[config.mk]
export PLATFORM = sky130hd
export DESIGN_NAME = debounce_sync
export DESIGN_NICKNAME = d
export VERILOG_FILES = /design/src/rtl/debounce_sync.sv
export SDC_FILE = /design/constraint.sdc
export NUM_CORES = 1
export LEC_CHECK = 0
export BUFFER_PORTS_ARGS = -buffer_cell sky130_fd_sc_hd__buf_2
export CAP_MARGIN = 5
export CORE_AREA = 2 2 45 47
export DETAILED_ROUTE_END_ITERATION = 8
export DIE_AREA = 0 0 47 49
export GPL_TIMING_DRIVEN = 0
export PLACE_DENSITY = 0.74
export SETUP_SLACK_MARGIN = 0.2
export SYNTH_ARGS = -nofsm -noshare
export SYNTH_HDL_FRONTEND = slang
export SYNTH_SLANG_ARGS = --single-unit
[constraint.sdc]
create_clock -name clk -period 1.71 [get_ports clk]
set_clock_uncertainty 0.05 [all_clocks]
set_input_delay 0.2565 -clock clk [delete_from_list [all_inputs] [get_ports clk]]
set_output_delay 0.2565 -clock clk [all_outputs]
set_load 0.02 [all_outputs]
[src/rtl/debounce_sync.sv]
// debounce_sync: synchronises a raw input and accepts a new level only after DEBOUNCE_CYCLES stable samples.
module debounce_sync #(
  parameter int SYNC_STAGES     = 2,
  parameter int DEBOUNCE_CYCLES = 5,
  parameter int CNT_WIDTH       = 4,
  parameter int GLITCH_WIDTH    = 8
) (
  input  logic                    clk,
  input  logic                    rst,
  input  logic                    din,
  output logic                    dout,
  output logic                    rise,
  output logic                    fall,
  output logic                    busy,
  output logic [GLITCH_WIDTH-1:0] glitch_cnt
);
  localparam logic [1:0] S_LOW    = 2'd0;
  localparam logic [1:0] S_WAIT_H = 2'd1;
  localparam logic [1:0] S_HIGH   = 2'd2;
  localparam logic [1:0] S_WAIT_L = 2'd3;
  localparam logic [CNT_WIDTH-1:0] LAST = CNT_WIDTH'(DEBOUNCE_CYCLES - 1);
  localparam logic [CNT_WIDTH-1:0] ONE = CNT_WIDTH'(1);
  localparam logic [GLITCH_WIDTH-1:0] GMAX = '1;
  logic [SYNC_STAGES-1:0] sync;
  logic [1:0] state;
  logic [CNT_WIDTH-1:0] cnt;
  logic [GLITCH_WIDTH-1:0] glitch_next;
  logic s;
  assign s = sync[SYNC_STAGES-1];
  assign glitch_next = (glitch_cnt == GMAX) ? glitch_cnt : glitch_cnt + 1'b1;
  always_ff @(posedge clk or posedge rst) begin
    if (rst) begin
      sync <= '0;
      state <= S_LOW;
      cnt <= '0;
      dout <= 1'b0;
      rise <= 1'b0;
      fall <= 1'b0;
      busy <= 1'b0;
      glitch_cnt <= '0;
    end else begin
      sync <= {sync[SYNC_STAGES-2:0], din};
      rise <= 1'b0;
      fall <= 1'b0;
      case (state)
        S_LOW: if (s) begin
          state <= S_WAIT_H;
          cnt <= ONE;
          busy <= 1'b1;
        end
        S_WAIT_H: if (!s) begin
          state <= S_LOW;
          cnt <= '0;
          busy <= 1'b0;
          glitch_cnt <= glitch_next;
        end else if (cnt == LAST) begin
          state <= S_HIGH;
          cnt <= '0;
          busy <= 1'b0;
          dout <= 1'b1;
          rise <= 1'b1;
        end else cnt <= cnt + 1'b1;
        S_HIGH: if (!s) begin
          state <= S_WAIT_L;
          cnt <= ONE;
          busy <= 1'b1;
        end
        S_WAIT_L: if (s) begin
          state <= S_HIGH;
          cnt <= '0;
          busy <= 1'b0;
          glitch_cnt <= glitch_next;
        end else if (cnt == LAST) begin
          state <= S_LOW;
          cnt <= '0;
          busy <= 1'b0;
          dout <= 1'b0;
          fall <= 1'b1;
        end else cnt <= cnt + 1'b1;
      endcase
    end
  end
endmodule

Word-level counts from Yosys, hierarchy flattened:

Index checks and enable logic that the tools add are counted.

* $add $sub $neg: 2
* equality and inequality tests: 15
* muxes and demuxes: 33
* reductions and logical operators: 6

Operators with widths (number)
* $mux W8: 3
* $mux W4: 5
* $ne A2 B2 Y1 const B: 8
* $pmux W4 S4: 1
* $pmux W8 S2: 1
* $mux W1: 14
* $mux W2: 6
* $add A8 B1 Y8 const B: 1
* $eq A8 B8 Y1 const B: 1
* $pmux W2 S4: 1
* $ne A3 B3 Y1 const B: 2
* $reduce_and A5 Y1: 1
* $add A4 B1 Y4 const B: 1
* $eq A2 B2 Y1 const B: 2
* $eq A4 B3 Y1 const B: 1
* $pmux W1 S4: 1
* $reduce_and A4 Y1: 1
* $reduce_and A3 Y1: 1
* $eq A2 B1 Y1 const B: 1
* $logic_not A2 Y1: 1
* $pmux W1 S2: 1
* $reduce_and A2 Y1: 1
* $reduce_bool A2 Y1: 1

* flip-flop bits (word level): 20
* input port bits: 3
* output and inout port bits: 12
* logic and storage cells: 64

Longest topological paths before layout:

Gate-level depths: netlist of the first run.

* depth after elaboration: 4
* gate-level depth with buffers: 6
* depth with buffers taken out: 6

Worst setup path before layout of the first run:

OpenSTA, ideal clock, no wires.

* path type: reg2reg
* start: reg glitch_cnt[0]
* end: reg glitch_cnt[1]
* setup time: 0.125 ns
* arrival: 1.457 ns
* slack: 0.078 ns
* cell stages (with the launch flop): 5
* clock period less this slack: 1.632 ns
* cells stage by stage: dfrtp_1 > ha_1 > nand3_1 > o211ai_1 > mux2_2

* longest elaborated chain between the ends: 4

RTL lines
* start, declared: RTL line 15 `output logic [GLITCH_WIDTH-1:0] glitch_cnt`
* start signal, assigned: RTL line 55 `glitch_cnt <= glitch_next;`
* start signal, assigned: RTL line 72 `glitch_cnt <= glitch_next;`
* $add A8 B1 Y8 / $eq A8 B8 Y1 (equally long branches): RTL line 30 `assign glitch_next = (glitch_cnt == GMAX) ? glitch_cnt : glitch_cnt + 1'b1;`
* $mux W8 *: RTL line 30
* $mux W8, on equally long branches: RTL line 68, 51
* $pmux W8 S2 *: RTL line 45 `case (state)`

Every way passes the cells marked *; elsewhere a longest branch is shown, timed or not. The select of a mux whose other input is x is not followed.
A chain may end at the register's enable or synchronous reset.

==> reports/qor.yml, run 1 <==
pwr:
  p_leak_uw: 0.000552
  powerDensity_mw_per_mm2: 1660
  peakVddDrop_v: 0.00101
floorplan:
  die-area_mm2: 0.00230
  initial_core_util_pct: 50.6
  ios: 15
  die_h_um: 49
  die_w_um: 47
  rows: 16
  core_mm2: 0.00184
drt:
  via_count: 743
  drtIter0Drc: 10
  drc_errors: 0
  antenna_left: 0
  first_pass_iters: 4
  viasPerCell: 5.23
  wirelength_mm: 1.83
  wl_per_cell_um: 12.9
synthesis:
  netlist.area_leader.share_pct: 53.7
  syn_inst: 88
  seq_area_frac_synth_pct: 53.7
  yosysTopAreaCell: "dfrtp_1"
  synth_cell_types: 28
  ys_top_cells_by_area: "dfrtp_1, nand2_1, nand3_1"
  ys_warn_count: 0
  synth-seq-cells: 20
  synth.net_count: 94
  ys_async_sr_fraction_pct: 100
  syn_avg_cell_area_um2: 10.6
  synth_edf_count: 0
  syn_area_um2: 932
  yosys_most_used_dff: "dfrtp_1"
critical_path:
  critical_path.top_delay_family: "flip-flops"
  slowest_stage: "dfrtp_2"
  cp_data_arrival_time_ns: 1.68
  start_kind: "register"
  required_ns: 1.86
  max_stage_delay_ns: 0.51
  worst-path-buf-inv: 0
  critPathCaptureType: "register"
  crit_path_cell_trace: "xnor2_4, and3_4, and3_4, mux2_4"
  crit_fanout: 4
  worst_path_most_repeated_cell: "and3_4"
  worstSetupPathType: "register to register"
timing:
  slew_headroom_pct: 51.6
  period_needed_ns: 1.53
  finalSetupViolations: 0
  setup_tns_ns: 0
  max_freq_mhz: 654
  fin_crit_sh_pct: 89.4
  hold_ws_ns: -0.00132
  rsz0062_at_grt: "yes"
  hold_viol: 8
  setup_ws_ns: 0.182
  drv_slew: 0
  tightest_slew_ns: 0.725
global_routing:
  first_global_vias: 725
  grt_pass1_wl_mm: 3.06
  met3_usage_pct: 3.33
  antenna_found_initial: 0
  grt_use_total_pct: 18.1
  overflow: 0
  met2_usage_pct: 29.5
  grt_max_degree: 21
  grtUsageMet1_pct: 23.3
  busiest_layer: "met2"
status:
  violations: "negative hold slack"
  status: "finished, violations left"
clock_network:
  clockRootBuffer: "clkbuf_4"
  cts_buffers: 3
  cts_tree: "done"
  clk_latency_ns: 0.31
  htreeDepth: 1
  clkTransAtPathRegs_ns: 0.11
  cts_sinks: 20
  ctsLongestPathBuffers: 2
min_path:
  min_path_type: "input pin to async pin"
finish:
  finish.net_count: 122
  final_core_util_pct: 65.4
  drive_gt1_share_pct: 37.4
  diodes: 0
  area_growth_pct: 29.3
placement:
  port-buffer-count: 14
  gp_congestion: 0.744
  place_ws_ns: 0.0615
  dp_hpwl_mm: 1.24
flow_run:
  max_cap_violations: 0
where the power goes:
part	leakage (µW)	switching, µW	internal [µW]	total [µW]
combinational	0.000281	453	446	899
sequential	0.000250	203	628	832
clock	0.0000210	143	130	273
flip-flops by register name, indices dropped and copies added (netlist names), named ones only:
signal	cells
fall	1
rise	1
glitch_cnt	8
cnt	4
busy	1
dout	1
sync	2
state	1
worst paths after layout:
path / slack, ns / depth (start not counted) / to / startpoint
max in group asynchronous: 1.11 / 2 / glitch_cnt[2] / rst
worst min register to register: 0.31 / 0 / sync[1] / sync[0]
worst max-delay path: 0.18 / 4 / glitch_cnt[4] / register
worst max register to register: 0.18 / 4 / glitch_cnt[4] / register
min in group clk: 0.31 / 0 / sync[1] / sync[0]
worst min-delay path: -0.001 / 2 / sync[0] / rst
cell usage in the layout, fill, tap and decap left out, types with 2 or more instances in the layout:
| cell | n |
|---|---|
| dfrtp_1 | 15 |
| buf_2 | 14 |
| nand2_1 | 11 |
| buf_4 | 8 |
| nand3_1 | 7 |
| a21oi_1 | 6 |
| nor2_1 | 5 |
| dfrtp_2 | 5 |
| inv_1 | 3 |
| o21ai_0 | 3 |
| clkbuf_4 | 3 |
| o21a_1 | 2 |
| nor2b_1 | 2 |
| nand4_1 | 2 |
| mux2_2 | 2 |
| and3_4 | 2 |
| o22ai_1 | 2 |
| ha_1 | 2 |
what timing repair did:
action | 4_1_cts | 5_1_grt
hold endpoints to repair | 1 | 0
setup buffers | 4 | 4
setup endpoints to repair | 3 | 8
hold buffers | 1 | 0
resized for setup | 1 | 5
pin swaps | 3 | 3
synthesized netlist by cell type, types with 3 or more instances:
library cell	n
o21ai_0	3
nand2_1	11
nor2_1	6
a21oi_1	6
ha_1	3
nand3_1	8
dfrtp_1	20
inv_1	3
area by class of cell:
| cell class | count | area (µm²) |
|---|---|---|
| Buffer | 1 | 3.75 |
| Multi-Input combinational cell | 64 | 473 |
| Timing Repair Buffer | 23 | 140 |
| Sequential cell | 20 | 507 |
| Inverter | 3 | 11.3 |
| Clock buffer | 4 | 36.3 |
| Tap cell | 27 | 33.8 |
| Fill cell | 152 | 637 |
metal layers:
layer  vias to the layer above  part of all wire [%]  wire length (µm)
met5                         -                     0                 0
met4                         0                   2.1                38
met3                         5                   3.1                57
met2                        16                    50               910
met1                       355                    45               826
li1                        367                     -                 -
through the flow:
stage	instances	cell area, µm²	power, µW
global placement	129	1070	1540
CTS	138	1160	1940
floorplan	88	968	1360
global route	142	1200	2150
finish	142	1200	2000
detailed placement	129	1070	1580
cell families (layout without fill, tap and decap cells):
kind of cell | after synthesis | after routing | synth area share, %
AO/OA/AOI/OAI | 16 | 16 | 10.2
XOR/XNOR | 4 | 4 | 4.56
adder cells (fa/ha/maj) | 3 | 3 | 4.03
buffers and inverters | 4 | 31 | 1.61
flip-flops | 20 | 20 | 53.7
multiplexers | 3 | 3 | 4.03
AND/OR/NAND/NOR | 38 | 38 | 21.9
Power figures use the tool's default switching activity.
==> run 2: changes to the inputs <==
--- a/config.mk
+++ b/config.mk
@@ -7,11 +7,13 @@
 export LEC_CHECK = 0
 export BUFFER_PORTS_ARGS = -buffer_cell sky130_fd_sc_hd__buf_2
 export CAP_MARGIN = 5
-export CORE_AREA = 2 2 45 47
+export CELL_PAD_IN_SITES_DETAIL_PLACEMENT = 0
+export CELL_PAD_IN_SITES_GLOBAL_PLACEMENT = 2
+export CORE_AREA = 2 2 71 46
 export DETAILED_ROUTE_END_ITERATION = 8
-export DIE_AREA = 0 0 47 49
+export DIE_AREA = 0 0 73 48
 export GPL_TIMING_DRIVEN = 0
-export PLACE_DENSITY = 0.74
+export PLACE_DENSITY = 0.73
 export SETUP_SLACK_MARGIN = 0.2
 export SYNTH_ARGS = -nofsm -noshare
 export SYNTH_HDL_FRONTEND = slang
==> run 2 against run 1 <==
The run now ends clean; global-route usage decreased by 5.8 points; utilization decreased by 20 points; first-iteration DRC count rose to 3.3 times the previous value; sequential power is 0.5% lower; combinational power increased by 17%; register-to-register slack about the same; via count down 1.7%; setup slack gained 0.0092 ns; largest cell class unchanged; total power is 11% higher; die area up 52%.
==> reports/qor.yml, run 2 (same netlist as run 1, synthesis figures left out) <==
finish:
  layout_commonest_cell: "buf_2"
  largest_reg_flops: 8
  final_core_util_pct: 45.5
  final_cell_mix: "buf_2, dfrtp_1, nand2_1"
  area_growth_pct: 36.4
  top_register: "glitch_cnt"
  reg.largest.list: "glitch_cnt (8), cnt (4), sync (2)"
  diodes: 0
  finish.net_count: 124
  drive_gt1_share_pct: 41.9
  fin_area_mm2: 0.00127
floorplan:
  die-area_mm2: 0.00350
  die_h_um: 48
  die_w_um: 73
  ios: 15
  core_mm2: 0.00280
  initial_core_util_pct: 33.3
  rows: 15
critical_path:
  slowest_stage: "dfrtp_2"
  worstSetupPathType: "register to register"
  crit_path_cell_trace: "xnor2_4, and3_4, and3_4, mux2_4"
  critical_path.top_delay_family: "flip-flops"
  critPathCaptureType: "register"
  required_ns: 1.80
  worst_path_most_repeated_cell: "and3_4"
  start_kind: "register"
  crit_fanout: 6
  max_stage_delay_ns: 0.50
  cp_data_arrival_time_ns: 1.61
  worst-path-buf-inv: 0
clock_network:
  cts_buffers: 3
  clockRootBuffer: "clkbuf_8"
  clk_latency_ns: 0.25
  ctsLongestPathBuffers: 2
  htreeDepth: 1
  cts_sinks: 20
  cts_tree: "done"
  clkTransAtPathRegs_ns: 0.07
  cts_hold_buf: 0
global_routing:
  antenna_found_initial: 0
  grt_max_degree: 21
  overflow: 0
  first_global_vias: 640
  grt_pass1_wl_mm: 3.12
  grt_use_total_pct: 12.4
  met2_usage_pct: 16.8
  busiest_layer: "met1"
  grtUsageMet1_pct: 18.0
  met3_usage_pct: 5.05
timing:
  tightest_slew_ns: 0.727
  fin_crit_sh_pct: 88.8
  rsz0062_at_grt: "yes"
  max_freq_mhz: 658
  drv_slew: 0
  setup_tns_ns: 0
  finalSetupViolations: 0
  slew_headroom_pct: 51.5
  period_needed_ns: 1.52
  hold_viol: 0
pwr:
  combPwrFrac_pct: 46.9
  pwr-share-seq_pct: 37.1
  switching_share_pct: 37.9
  peakVddDrop_v: 0.000598
  internal-power_uw: 1380
  clkPwrFrac_pct: 16.0
  p_leak_uw: 0.000578
  powerDensity_mw_per_mm2: 1750
  p_sw_uw: 846
min_path:
  min_path_type: "input pin to async pin"
drt:
  via_count: 730
  antenna_left: 0
  drc_errors: 0
  wirelength_mm: 1.94
  drtIter0Drc: 33
  viasPerCell: 4.83
  wl_per_cell_um: 12.8
  first_pass_iters: 4
placement:
  placed_cell_area_mm2: 0.00108
  gp_congestion: 0.710
  port-buffer-count: 14
  dp_hpwl_mm: 1.30
status:
  status: "finished clean"
flow_run:
  max_cap_violations: 0
-- run 2: cell types whose count changed in the layout (fill, tap and decap cells not counted), sizes merged --
cell / change
buf: +3
dlygate4sd3: -1
-- run 2: power groups by stage --
| stage | logic, µW | clock network, µW | registers, µW |
|---|---|---|---|
| finish | 1050 | 356 | 828 |
| global route | 1150 | 395 | 848 |
| CTS | 851 | 372 | 838 |
| detailed placement | 736 | 0 | 850 |
| global placement | 734 | 0 | 845 |
| floorplan | 438 | 0 | 922 |
-- run 2: final timing paths --
path | startpoint | to | slack [ns] | depth (start not counted)
worst max register to register | sync[1] | glitch_cnt[4] | 0.19 | 4
worst max-delay path | sync[1] | glitch_cnt[4] | 0.19 | 4
min in group clk | din | sync[0] | 0.06 | 1
max in group asynchronous | rst | sync[1] | 1.04 | 2
worst min register to register | sync[0] | sync[1] | 0.31 | 0
worst min-delay path | rst | glitch_cnt[4] | 0.06 | 2
-- run 2: per-layer routing --
| metal | up-vias | part of all wire, % |
|---|---|---|
| li1 | 367 | - |
| met1 | 352 | 55 |
| met2 | 9 | 41 |
| met3 | 2 | 3.1 |
| met4 | 0 | 0.62 |
| met5 | - | 0 |
-- run 2: timing repair --
item	4_1_cts	5_1_grt
gates resized for setup	3	7
buffers inserted	5	6
setup endpoints to repair	3	11
pin swaps	3	2
-- run 2: cell type report --
class / instances / area [µm²]
plain buffers: 1 / 3.75
multi-input cells: 64 / 480
inverters: 3 / 11.3
fillers: 279 / 1530
clock buffers: 4 / 55.1
repair buffers: 25 / 169
well taps: 34 / 42.5
flip-flops and latches: 20 / 509
-- run 2: per-stage QoR --
stage	power [µW]	hold slack [ns]	setup slack, ns	cells
3_5_place_dp	1590	0.297	0.0756	136
6_report	2230	0.0562	0.191	151
5_1_grt	2390	0.0313	0.119	151
3_3_place_gp	1580	0.286	0.0813	136
2_1_floorplan	1360	0.170	0.175	88
4_1_cts	2060	0.0464	0.184	145
==> run 3: changes to the inputs <==
--- a/config.mk
+++ b/config.mk
@@ -5,13 +5,14 @@
 export SDC_FILE = /design/constraint.sdc
 export NUM_CORES = 1
 export LEC_CHECK = 0
+export ABC_AREA = 0
 export BUFFER_PORTS_ARGS = -buffer_cell sky130_fd_sc_hd__buf_2
 export CAP_MARGIN = 5
 export CELL_PAD_IN_SITES_DETAIL_PLACEMENT = 0
 export CELL_PAD_IN_SITES_GLOBAL_PLACEMENT = 2
-export CORE_AREA = 2 2 71 46
+export CORE_AREA = 2 2 56 58
 export DETAILED_ROUTE_END_ITERATION = 8
-export DIE_AREA = 0 0 73 48
+export DIE_AREA = 0 0 58 60
 export GPL_TIMING_DRIVEN = 0
 export PLACE_DENSITY = 0.73
 export SETUP_SLACK_MARGIN = 0.2
==> run 3 against run 2 <==
Highest routed layer unchanged; largest cell class unchanged; largest power group unchanged; count of clock-buffer cells in the layout stayed put; fmax is 0.16% higher; utilization is 3.6 points lower.
==> reports/qor.yml, run 3 (same netlist as run 1, synthesis figures left out) <==
status:
  status: "finished clean"
critical_path:
  cp_data_arrival_time_ns: 1.67
  start_kind: "register"
  worst_path_most_repeated_cell: "and3_4"
  rr_startpoint: "sync[1]"
  worst-path-buf-inv: 0
  worstSetupPathType: "register to register"
  r2r-end: "glitch_cnt[4]"
  critical_path.top_delay_family: "flip-flops"
  crit_path_cell_trace: "xnor2_4, and3_4, and3_4, mux2_4"
  critPathCaptureType: "register"
  r2r_setup_slack_ns: 0.19
  max_stage_delay_ns: 0.51
  crit_fanout: 5
  required_ns: 1.86
  slowest_stage: "dfrtp_2"
  reg2reg_depth: 4
pwr:
  pwr-share-seq_pct: 41.3
  peakVddDrop_v: 0.000734
  powerDensity_mw_per_mm2: 1640
  internal-power_uw: 1190
  p_sw_uw: 803
  combPwrFrac_pct: 44.5
  clkPwrFrac_pct: 14.2
  p_leak_uw: 0.000556
  switching_share_pct: 40.3
finish:
  diodes: 0
  multiInputGateArea_um2: 468
  finish.net_count: 123
  final_cell_mix: "dfrtp_1, buf_2, nand2_1"
  top_register: "glitch_cnt"
  drive_gt1_share_pct: 37.1
  final_core_util_pct: 41.9
  fillers: 302
  reg.largest.list: "glitch_cnt (8), cnt (4), sync (2)"
  area_growth_pct: 30.3
  layout_commonest_cell: "dfrtp_1"
  seqCellArea_um2: 507
  largest_reg_flops: 8
global_routing:
  overflow: 0
  grt_max_degree: 21
  antenna_found_initial: 0
  grt_use_total_pct: 13.1
  first_global_vias: 730
  grt_pass1_wl_mm: 3.35
timing:
  setup_tns_ns: 0
  max_freq_mhz: 659
  drv_slew: 0
  slew_headroom_pct: 49.5
  finalSetupViolations: 0
  period_needed_ns: 1.52
  tightest_slew_ns: 0.757
  rsz0062_at_grt: "yes"
  hold_viol: 0
  setup_ws_ns: 0.193
  fin_crit_sh_pct: 88.7
floorplan:
  die_h_um: 60
  core_mm2: 0.00290
  initial_core_util_pct: 32.1
  rows: 20
  ios: 15
  die_w_um: 58
  die-area_mm2: 0.00348
clock_network:
  htreeDepth: 1
  ctsLongestPathBuffers: 2
  clk_latency_ns: 0.30
  clockRootBuffer: "clkbuf_4"
  cts_buffers: 3
  cts_tree: "done"
  cts_sinks: 20
  clkTransAtPathRegs_ns: 0.12
drt:
  drtIter0Drc: 11
  drc_errors: 0
  wirelength_mm: 1.97
  via_count: 745
  first_pass_iters: 4
  wl_per_cell_um: 13.2
  antenna_left: 0
  viasPerCell: 5.00
placement:
  gp_congestion: 0.738
  place_ws_ns: 0.0823
  port-buffer-count: 14
min_path:
  min_path_type: "input pin to async pin"
flow_run:
  max_cap_violations: 0
-- run 3: metal layers --
metal / part of all wire [%] / up-vias / global-route usage, %
met2: 47 / 12 / 20.5
met5: 0 / - / 0
li1: - / 372 / -
met1: 48 / 356 / 17.3
met3: 2.7 / 5 / 2.60
met4: 2.1 / 0 / 6.98
-- run 3: how the worst max path moves through the flow --
stage,from,to,slack (ns),cells after the start
2_1_floorplan,glitch_cnt[0],glitch_cnt[1],0.18,4
3_3_place_gp,sync[1],glitch_cnt[4],0.1,4
3_5_place_dp,sync[1],glitch_cnt[4],0.08,4
4_1_cts,register,glitch_cnt[4],0.18,4
5_1_grt,cnt[1],cnt[2],0.15,6
6_report,sync[1],glitch_cnt[4],0.19,4
-- run 3: what timing repair did --
item / 4_1_cts / 5_1_grt
hold buffers: 1 / 0
gates cloned: 0 / 0
pin swaps: 3 / 5
endpoints found under the hold margin: 1 / 0
setup buffers: 5 / 4
endpoints found under the setup margin: 3 / 10
gates resized for setup: 2 / 4
-- run 3: through the flow --
stage	hold WS, ns	instances	total power (µW)	cell area (µm²)
after floorplan	0.170	88	1360	968
after global placement	0.285	135	1560	1080
after detailed placement	0.293	135	1580	1080
after CTS	0.0446	145	1980	1180
after global routing	0.0779	149	2150	1210
final	0.0132	149	1990	1210
-- run 3: power by group through the flow --
stage / registers [µW] / clock network [µW] / logic, µW
final: 823 / 282 / 887
after global routing: 850 / 317 / 986
after CTS: 830 / 294 / 859
after detailed placement: 847 / 0 / 738
after global placement: 834 / 0 / 728
after floorplan: 922 / 0 / 438
-- run 3: final cells by class --
| class | instances | share of cell area, % |
|---|---|---|
| plain buffers | 1 | 0.309 |
| well taps | 33 | 3.40 |
| flip-flops and latches | 20 | 41.7 |
| multi-input cells | 64 | 38.5 |
| clock buffers | 4 | 2.99 |
| repair buffers | 24 | 12.2 |
| inverters | 3 | 0.927 |
